[src/rtl/regfile_scoreboard_if.sv]
// Read/write/issue bundle for the register file with busy scoreboard.
// Latency: none; every signal is a plain wire between producer and register file.
// Backpressure: none; the hazard unit stalls on the BusyA/BusyB outputs instead.
// Ports: RA/RB read addresses, BusA/BusB read data, BusyA/BusyB hazard flags,
//        RW/BusW/RegWr write port (RegWr also retires busy), IssueRd/IssueEn busy set.
interface regfile_scoreboard_if #(
  parameter int WIDTH     = 32,
  parameter int ADDR_BITS = 5
);
  logic [ADDR_BITS-1:0] RA;
  logic [ADDR_BITS-1:0] RB;
  logic [WIDTH-1:0]     BusA;
  logic [WIDTH-1:0]     BusB;
  logic                 BusyA;
  logic                 BusyB;
  logic [ADDR_BITS-1:0] RW;
  logic [WIDTH-1:0]     BusW;
  logic                 RegWr;
  logic [ADDR_BITS-1:0] IssueRd;
  logic                 IssueEn;

  // Pipeline side: drives addresses, write data and issue requests.
  modport master (
    output RA, RB, RW, BusW, RegWr, IssueRd, IssueEn,
    input  BusA, BusB, BusyA, BusyB
  );

  // Register file side.
  modport slave (
    input  RA, RB, RW, BusW, RegWr, IssueRd, IssueEn,
    output BusA, BusB, BusyA, BusyB
  );
endinterface

[src/rtl/regfile_scoreboard.sv]
// Two-read/one-write register file with write-to-read bypass and per-register busy scoreboard.
// Latency: reads combinational; writes and busy updates land on the rising edge of Clk.
// Backpressure: none; BusyA/BusyB tell the hazard unit when a source awaits an in-flight write.
// Ports: Clk, Reset (synchronous, active-high, clears data and busy), rf = slave side of
//        regfile_scoreboard_if (read ports A/B, write port, issue port).
module regfile_scoreboard #(
  parameter int WIDTH     = 32,
  parameter int ADDR_BITS = 5,
  parameter int ZERO_REG  = 1,
  parameter int BYPASS    = 1
) (
  input  logic                Clk,
  input  logic                Reset,
  regfile_scoreboard_if.slave rf
);

  localparam int DEPTH = 2 ** ADDR_BITS;

  logic [WIDTH-1:0] regs_q [DEPTH];
  logic [WIDTH-1:0] regs_d [DEPTH];
  logic [DEPTH-1:0] busy_q;
  logic [DEPTH-1:0] busy_d;

  // True when the address is the hardwired zero register.
  function automatic logic is_zero_reg(input logic [ADDR_BITS-1:0] addr);
    return (ZERO_REG != 0) && (addr == '0);
  endfunction

  // Effective write: writes aimed at the hardwired zero register are dropped,
  // so wr_hit(X) reduces to wr_eff && RW == X.
  logic wr_eff;
  logic set_eff;
  assign wr_eff  = rf.RegWr && !is_zero_reg(rf.RW);
  assign set_eff = rf.IssueEn && !is_zero_reg(rf.IssueRd);

  // Next-state for storage and scoreboard.
  always_comb begin
    regs_d = regs_q;
    busy_d = busy_q;
    if (wr_eff) begin
      regs_d[rf.RW] = rf.BusW;
      busy_d[rf.RW] = 1'b0;
    end
    // Applied after the retire so a producer issued in the same cycle as the
    // old producer retires leaves the register busy.
    if (set_eff) begin
      busy_d[rf.IssueRd] = 1'b1;
    end
  end

  always_ff @(posedge Clk) begin
    if (Reset) begin
      for (int i = 0; i < DEPTH; i++) begin
        regs_q[i] <= '0;
      end
      busy_q <= '0;
    end else begin
      regs_q <= regs_d;
      busy_q <= busy_d;
    end
  end

  // Read port A.
  logic             hit_a;
  logic [WIDTH-1:0] bus_a;
  logic             busy_a;

  always_comb begin
    hit_a = wr_eff && (rf.RW == rf.RA);
    if (is_zero_reg(rf.RA)) begin
      bus_a = '0;
    end else if ((BYPASS != 0) && hit_a) begin
      bus_a = rf.BusW;
    end else begin
      bus_a = regs_q[rf.RA];
    end
    // With bypass the retiring write already delivers the value, so no stall.
    busy_a = busy_q[rf.RA] && !((BYPASS != 0) && hit_a);
  end

  // Read port B.
  logic             hit_b;
  logic [WIDTH-1:0] bus_b;
  logic             busy_b;

  always_comb begin
    hit_b = wr_eff && (rf.RW == rf.RB);
    if (is_zero_reg(rf.RB)) begin
      bus_b = '0;
    end else if ((BYPASS != 0) && hit_b) begin
      bus_b = rf.BusW;
    end else begin
      bus_b = regs_q[rf.RB];
    end
    busy_b = busy_q[rf.RB] && !((BYPASS != 0) && hit_b);
  end

  assign rf.BusA  = bus_a;
  assign rf.BusB  = bus_b;
  assign rf.BusyA = busy_a;
  assign rf.BusyB = busy_b;

endmodule

[src/flat_wrapper.sv]
// flat-port wrapper written by rule: the top's interface ports become plain ports
module regfile_scoreboard_flat 
#(
  parameter int WIDTH     = 32,
  parameter int ADDR_BITS = 5,
  parameter int ZERO_REG  = 1,
  parameter int BYPASS    = 1
)
  (Clk, Reset, rf_RA, rf_RB, rf_RW, rf_BusW, rf_RegWr, rf_IssueRd, rf_IssueEn, rf_BusA, rf_BusB, rf_BusyA, rf_BusyB);
  regfile_scoreboard_if #(.WIDTH(WIDTH), .ADDR_BITS(ADDR_BITS)) rf_i ();
  input  logic Clk;
  input  logic Reset;
  input wire logic [$bits(rf_i.RA)-1:0] rf_RA;
  input wire logic [$bits(rf_i.RB)-1:0] rf_RB;
  input wire logic [$bits(rf_i.RW)-1:0] rf_RW;
  input wire logic [$bits(rf_i.BusW)-1:0] rf_BusW;
  input wire logic [$bits(rf_i.RegWr)-1:0] rf_RegWr;
  input wire logic [$bits(rf_i.IssueRd)-1:0] rf_IssueRd;
  input wire logic [$bits(rf_i.IssueEn)-1:0] rf_IssueEn;
  output wire logic [$bits(rf_i.BusA)-1:0] rf_BusA;
  output wire logic [$bits(rf_i.BusB)-1:0] rf_BusB;
  output wire logic [$bits(rf_i.BusyA)-1:0] rf_BusyA;
  output wire logic [$bits(rf_i.BusyB)-1:0] rf_BusyB;
  assign rf_i.RA = rf_RA;
  assign rf_i.RB = rf_RB;
  assign rf_i.RW = rf_RW;
  assign rf_i.BusW = rf_BusW;
  assign rf_i.RegWr = rf_RegWr;
  assign rf_i.IssueRd = rf_IssueRd;
  assign rf_i.IssueEn = rf_IssueEn;
  assign rf_BusA = rf_i.BusA;
  assign rf_BusB = rf_i.BusB;
  assign rf_BusyA = rf_i.BusyA;
  assign rf_BusyB = rf_i.BusyB;
  regfile_scoreboard #(.WIDTH(WIDTH), .ADDR_BITS(ADDR_BITS), .ZERO_REG(ZERO_REG), .BYPASS(BYPASS)) u_core (.Clk(Clk), .Reset(Reset), .rf(rf_i));
endmodule
[config.mk]
export PLATFORM = sky130hd
export DESIGN_NAME = regfile_scoreboard_flat
export DESIGN_NICKNAME = d
export VERILOG_FILES = /design/src/rtl/regfile_scoreboard_if.sv /design/src/rtl/regfile_scoreboard.sv /design/src/flat_wrapper.sv
export SDC_FILE = /design/constraint.sdc
export NUM_CORES = 2
export LEC_CHECK = 0
export CORE_MARGIN = 2
export CORE_UTILIZATION = 50
export DETAILED_ROUTE_END_ITERATION = 10
export GPL_ROUTABILITY_DRIVEN = 0
export PLACE_DENSITY = 0.66
export SYNTH_ARGS = -nofsm -noshare
export SYNTH_HDL_FRONTEND = slang
export SYNTH_SLANG_ARGS = --single-unit
export TNS_END_PERCENT = 10
[constraint.sdc]
create_clock -name Clk -period 3.53 [get_ports Clk]
set_input_delay 0.706 -clock Clk [delete_from_list [all_inputs] [get_ports Clk]]
set_output_delay 0.706 -clock Clk [all_outputs]
set_load 0.02 [all_outputs]
======== Yosys cells after proc, flatten, opt, wreduce, memory -nomap -nowiden ========
Index checks and enable logic that the tools add are counted.
storage, ports and cells
  logic and storage cells ................. 91
  input bits .............................. 56
  register bits ........................... 1,056
  output and inout bits ................... 66
cells by class
  reductions and logical operators ........ 17
  bitwise gates (word level) .............. 6
  muxes and demuxes ....................... 23
  magnitude comparators ................... 10
  equality and inequality tests ........... 2
operator list
  cell                number
  $bwmux 1024         1
  $mux 32             11
  $bmux 32 s5         2
  $demux 32 s5        1
  $and 32x32->32      1
  $not 32->32         1
  $or 32x32->32       1
  $lt 5x6->1 const B  4
  $logic_not 5->1     4
  $ge 6x6->1 const B  3
  $not 5->6           3
  $bmux 1 s5          2
  $demux 1 s5         2
  $eq 5x5->1          2
  $ge 5x1->1 const B  2
  $logic_and 1x1->1   9
  $lt 6x1->1 const B  1
  $logic_not 1->1     4
  $mux 1              4

======== Depth between registers and ports, before layout ========
  depth after elaboration ................. 9
  mapped depth ............................ 10
  mapped depth without buffers ............ 5

======== Worst setup path before layout ========
OpenSTA, ideal clock, no wires.
  path kind ............................... input-to-output
  from .................................... input rf_RW[2]
  to ...................................... output rf_BusB[7]
  setup slack ............................. 256 ps
  data required time ...................... 2,824 ps
  stages .................................. 8
  buffers on the path ..................... 3
  data arrival time ....................... 2,568 ps
  cell sequence ........................... buf_2 -> or3_1 -> o31ai_2 -> or3_1 -> buf_2 -> buf_2 -> nor2_1 -> a211oi_1
on the way
  longest elaborated chain between the ends .. 6
  elaborated cells between the ends (all ways) .. 7
  those cells by class .................... 1 x eq/ne; 2 x mux; 4 x reduce/logical
RTL lines
  element              RTL line                  source
  start, declared      flat_wrapper.sv:15        input wire logic [$bits(rf_i.RW)-1:0] rf_RW;
  $logic_not 5->1      regfile_scoreboard.sv:26  return (ZERO_REG != 0) && (addr == '0);
  $logic_not 1->1      regfile_scoreboard.sv:33  assign wr_eff = rf.RegWr && !is_zero_reg(rf.RW);
  $logic_and 1x1->1    regfile_scoreboard.sv:33
  $logic_and 1x1->1 *  regfile_scoreboard.sv:87  hit_b = wr_eff && (rf.RW == rf.RB);
  $mux 32 *            regfile_scoreboard.sv:90  end else if ((BYPASS != 0) && hit_b) begin
  $mux 32 *            regfile_scoreboard.sv:88  if (is_zero_reg(rf.RB)) begin
  end, declared        flat_wrapper.sv:21        output wire logic [$bits(rf_i.BusB)-1:0] rf_BusB;
Every way passes the cells marked *; elsewhere a longest branch is shown, timed or not.

======== Final worst setup path ========
  from .................................... input rf_RA[0]
  to ...................................... output rf_BusA[0]
on the way
  longest elaborated chain between the ends .. 6
  elaborated cells between the ends (all ways) .. 9
  those cells by class .................... 1 x eq/ne; 5 x mux; 1 x bitwise; 2 x reduce/logical
RTL lines
  element                                      RTL line                  source
  start, declared                              flat_wrapper.sv:13        input wire logic [$bits(rf_i.RA)-1:0] rf_RA;
  $not 5->6 (implied by the code)              regfile_scoreboard.sv:75  bus_a = regs_q[rf.RA];
  $bmux 32 s5                                  regfile_scoreboard.sv:75
  $mux 32 (implied by the code) (2 in series)  regfile_scoreboard.sv:75
  $mux 32                                      regfile_scoreboard.sv:72  end else if ((BYPASS != 0) && hit_a) begin
  $mux 32 *                                    regfile_scoreboard.sv:70  if (is_zero_reg(rf.RA)) begin
  end, declared                                flat_wrapper.sv:20        output wire logic [$bits(rf_i.BusA)-1:0] rf_BusA;
Every way passes the cells marked *; elsewhere a longest branch is shown, timed or not. The select of a mux whose other input is x is not followed.

==> flow_metrics.env <==
export IMPL_setup_worst_path_start_class="input pin"
export IMPL_synth_area_top_cells="dfxtp_1, mux4_2, nand2_1"
export IMPL_drt_pass1_iter_count=8
export IMPL_clk_pin_slew_ns=0.06
export IMPL_syn_inst=6196
export IMPL_synth_top_area_share_pct=39.20
export IMPL_vdd_drop_max_v=0.0003900
export IMPL_dpl_cell_count=7673
export IMPL_finalCriticalPeriod_ns=3.696
export IMPL_nets=6495
export IMPL_timing_final_crit_share_pct=104.7
export IMPL_antenna_found_initial=11
export IMPL_grt_util_met3_pct=15.94
export IMPL_synthArstFlopShare_pct=0
export IMPL_syn2layout_area_growth_pct=22.66
export IMPL_synth_edf_count=0
export IMPL_synthAdderAreaFrac_pct=0
export IMPL_tightest_slew_ns=1.191
export IMPL_seq_area_frac_synth_pct=39.20
export IMPL_cts_tree="yes"
export IMPL_synth_distinct_cells=63
export IMPL_path_cells="buf_16 -> buf_16 -> buf_16 -> mux4_2 -> a22oi_1 -> nand4_1 -> a32o_1 -> dlygate4sd2_1"
export IMPL_holdPathStages=2
export IMPL_drt_wl_total_um=245600
export IMPL_grt_pass1_vias=50700
export IMPL_grtUsageMet1_pct=53.16
export IMPL_grt_pass1_wl_um=348500
export IMPL_critical_path_arrival_ns=2.99
export IMPL_cp_common_cell="buf_16"
export IMPL_synth_nets=6252
export IMPL_clock_skew_ns=0
export IMPL_cts_root_buffer="clkbuf_16"
export IMPL_synthSimpleGateAreaFrac_pct=17.19
export IMPL_crit_type="input pin to output pin"
export IMPL_total_power_w=0.02863
export IMPL_initial_core_util_pct=50.38
export IMPL_port_buffers=121
export IMPL_fmax_mhz=270.6
export IMPL_cts_made_buffers=113
export IMPL_track_usage_pct=42.77
export IMPL_synth_area_um2=53930
export IMPL_synth_largest_area_cell="dfxtp_1"
export IMPL_slew_headroom_pct=20.42
export IMPL_grt_overflow=0
export IMPL_rsz0062_at_grt="true"
export IMPL_fp_dieW_um=332.4
export IMPL_setup_tns_final_ns=-1.369
export IMPL_ys_dominant_reg_cell="dfxtp_1"
export IMPL_cts_max_level=3
export IMPL_final_antenna_net_count=0
export IMPL_cts_hold_fix_buffers=0
export IMPL_fp_dieH_um=332.4
export IMPL_die_area_um2=110500
export IMPL_rows=120
export IMPL_cp_required_ns=2.82
export IMPL_hold_class="flip-flop to flip-flop"
export IMPL_stdcell_count=7947
export IMPL_drive_above_1_share_pct=23.56
export IMPL_clk_insertion_delay_late_ns=0.71
export IMPL_hpwl_um=159600
export IMPL_muxShareOfSynthArea_pct=22.35
export IMPL_met2_usage_pct=60.44
export IMPL_cp_slowest_stage_delay_ns=0.50
export IMPL_grt_busiest_layer="met2"
export IMPL_synth_compound_area_share_pct=15.48
export IMPL_io_pins=122
export IMPL_yosys_warnings=0
export IMPL_synth_seq_cells=1056
export IMPL_dr_total_vias=54295
export IMPL_violations="setup timing"
export IMPL_grt_max_degree=109
export IMPL_finalMaxSlewViolations=0
export IMPL_worst_hold_slack_ns=0.4649
export IMPL_crit_slowest_cell="mux4_2"
export IMPL_power_density_nw_per_um2=432.9
export IMPL_ff2ff_setup_slack_ns=2.81
export IMPL_synth_top_family_by_area="multiplexers"
export IMPL_drcViolationCount=0
export IMPL_cp_end_kind="output pin"
export IMPL_cp_max_fo=17
export IMPL_core_um2=107100
export IMPL_fin_ws_ns=-0.1662
export IMPL_p_leak_nw=23.01
export IMPL_drt_wirelength_per_cell_um=30.91
export IMPL_max_cap_viol_count=0
export IMPL_avgSynthCellArea_um2=8.704
export IMPL_setup_viol=23
export IMPL_reg2reg_depth=2
export IMPL_drt_iter0_drc=9187
export IMPL_clock_path_buffers=3
export IMPL_viasPerCell=6.832
export IMPL_hold_viol_final=0
export IMPL_clock_sinks=1056
export IMPL_outcome="complete, but fails checks"
export IMPL_synth_xor_area_share_pct=0.1624
==> final timing paths <==
path	from	endpoint
setup / recovery	rf_RA[0]	rf_BusA[0]
hold reg to reg	u_core.regs_q[109]	u_core.regs_q[109]
setup reg to reg	u_core.regs_q[450]	u_core.regs_q[450]
hold / removal	u_core.regs_q[109]	u_core.regs_q[109]
==> sequential cells by signal (all words and copies together) (netlist names) <==
register       flops
u_core.regs_q   1024
u_core.busy_q     32
==> layout make-up <==
class	instances	area [µm²]
fill	8682	40900
multi-input combinational	4468	30610
sequential	1056	21140
timing repair buffer	796	8536
clock buffer	161	3344
tap	1403	1755
clock inverter	52	733.2
antenna	7	17.52
inverter	4	15.01
==> layout by cell type (no fill, tap or decap), types with 12 or more instances in the layout <==
cell	count
nand2_1	2059
dfxtp_1	1056
a21oi_1	1030
buf_4	502
mux4_2	408
mux2i_1	227
buf_12	159
clkbuf_16	123
a22oi_1	84
nor2_1	72
o221ai_1	47
o22ai_1	43
a221o_1	40
nor2b_1	38
clkdlybuf4s50_1	38
nor2_4	33
nand2_2	33
clkinv_2	29
a221oi_1	25
o21ai_0	25
buf_6	25
clkbuf_8	24
nor3_1	23
a32o_1	23
clkbuf_1	20
nand3_1	19
buf_2	19
mux2_2	18
bufinv_16	18
o22a_1	16
mux4_1	13
nand4_1	12
==> timing repair <==
action,CTS,global route
endpoints found under the setup margin,66,62
resized for setup,250,80
cloned,2,4
buffers inserted,17,33
pin swaps,20,26
==> cells by family after synthesis <==
| kind of cell | after synthesis |
|---|---|
| buffers and inverters | 672 |
| AO/OA/AOI/OAI | 1427 |
| multiplexers | 670 |
| XOR/XNOR | 10 |
| AND/OR/NAND/NOR | 2361 |
| flip-flops | 1056 |
==> synthesized netlist by cell type (all sizes together), types with 4 or more instances <==
library cell,number
and2,7
o31ai,9
nor2,107
nand4,12
mux2i,229
nand3,25
nor2b,43
a22oi,87
and3,6
nor3,33
clkbuf,489
a221o,42
a211oi,16
mux4,421
a221oi,36
nor3b,4
o22a,18
a32o,32
mux2,20
a32oi,7
or2,5
o21ai,31
nor4,5
xnor2,7
a21oi,1033
nand2,2092
o221ai,47
nand2b,7
buf,179
dfxtp,1056
a211o,6
o22ai,48
==> per-layer routing <==
metal  part of all wire, %  routed length, µm  vias to the layer above
met5                 0.018                 43                        -
met4                   9.0              22040                        6
li1                      -                  -                    22293
met3                    16              38850                     1396
met2                    41             100400                     4658
met1                    34              84230                    25942
==> power by group <==
part	switching (W)	internal [W]
logic	0.00210	0.00130
registers	0.0000667	0.0120
clock network	0.00529	0.00788
total	0.00745	0.0212
==> through the flow <==
stage               utilization [%]  area [µm²]  worst slack, ns
floorplan                         -       53930           0.2563
global placement              56.87       60880           -1.039
detailed placement            56.88       60890           -1.036
CTS                           61.29       65620          -0.1221
global route                  61.78       66130          -0.1224
finish                        61.79       66150          -0.1662
==> worst max-delay path, delay by kind of cell <==
kind | cells | cell delay (ns)
buffers and inverters | 4 | 0.85
AOI/OAI and AO/OA | 2 | 0.64
muxes | 1 | 0.50
and+or+nand+nor | 1 | 0.26
Note: power is estimated with default switching activity, not from simulation.
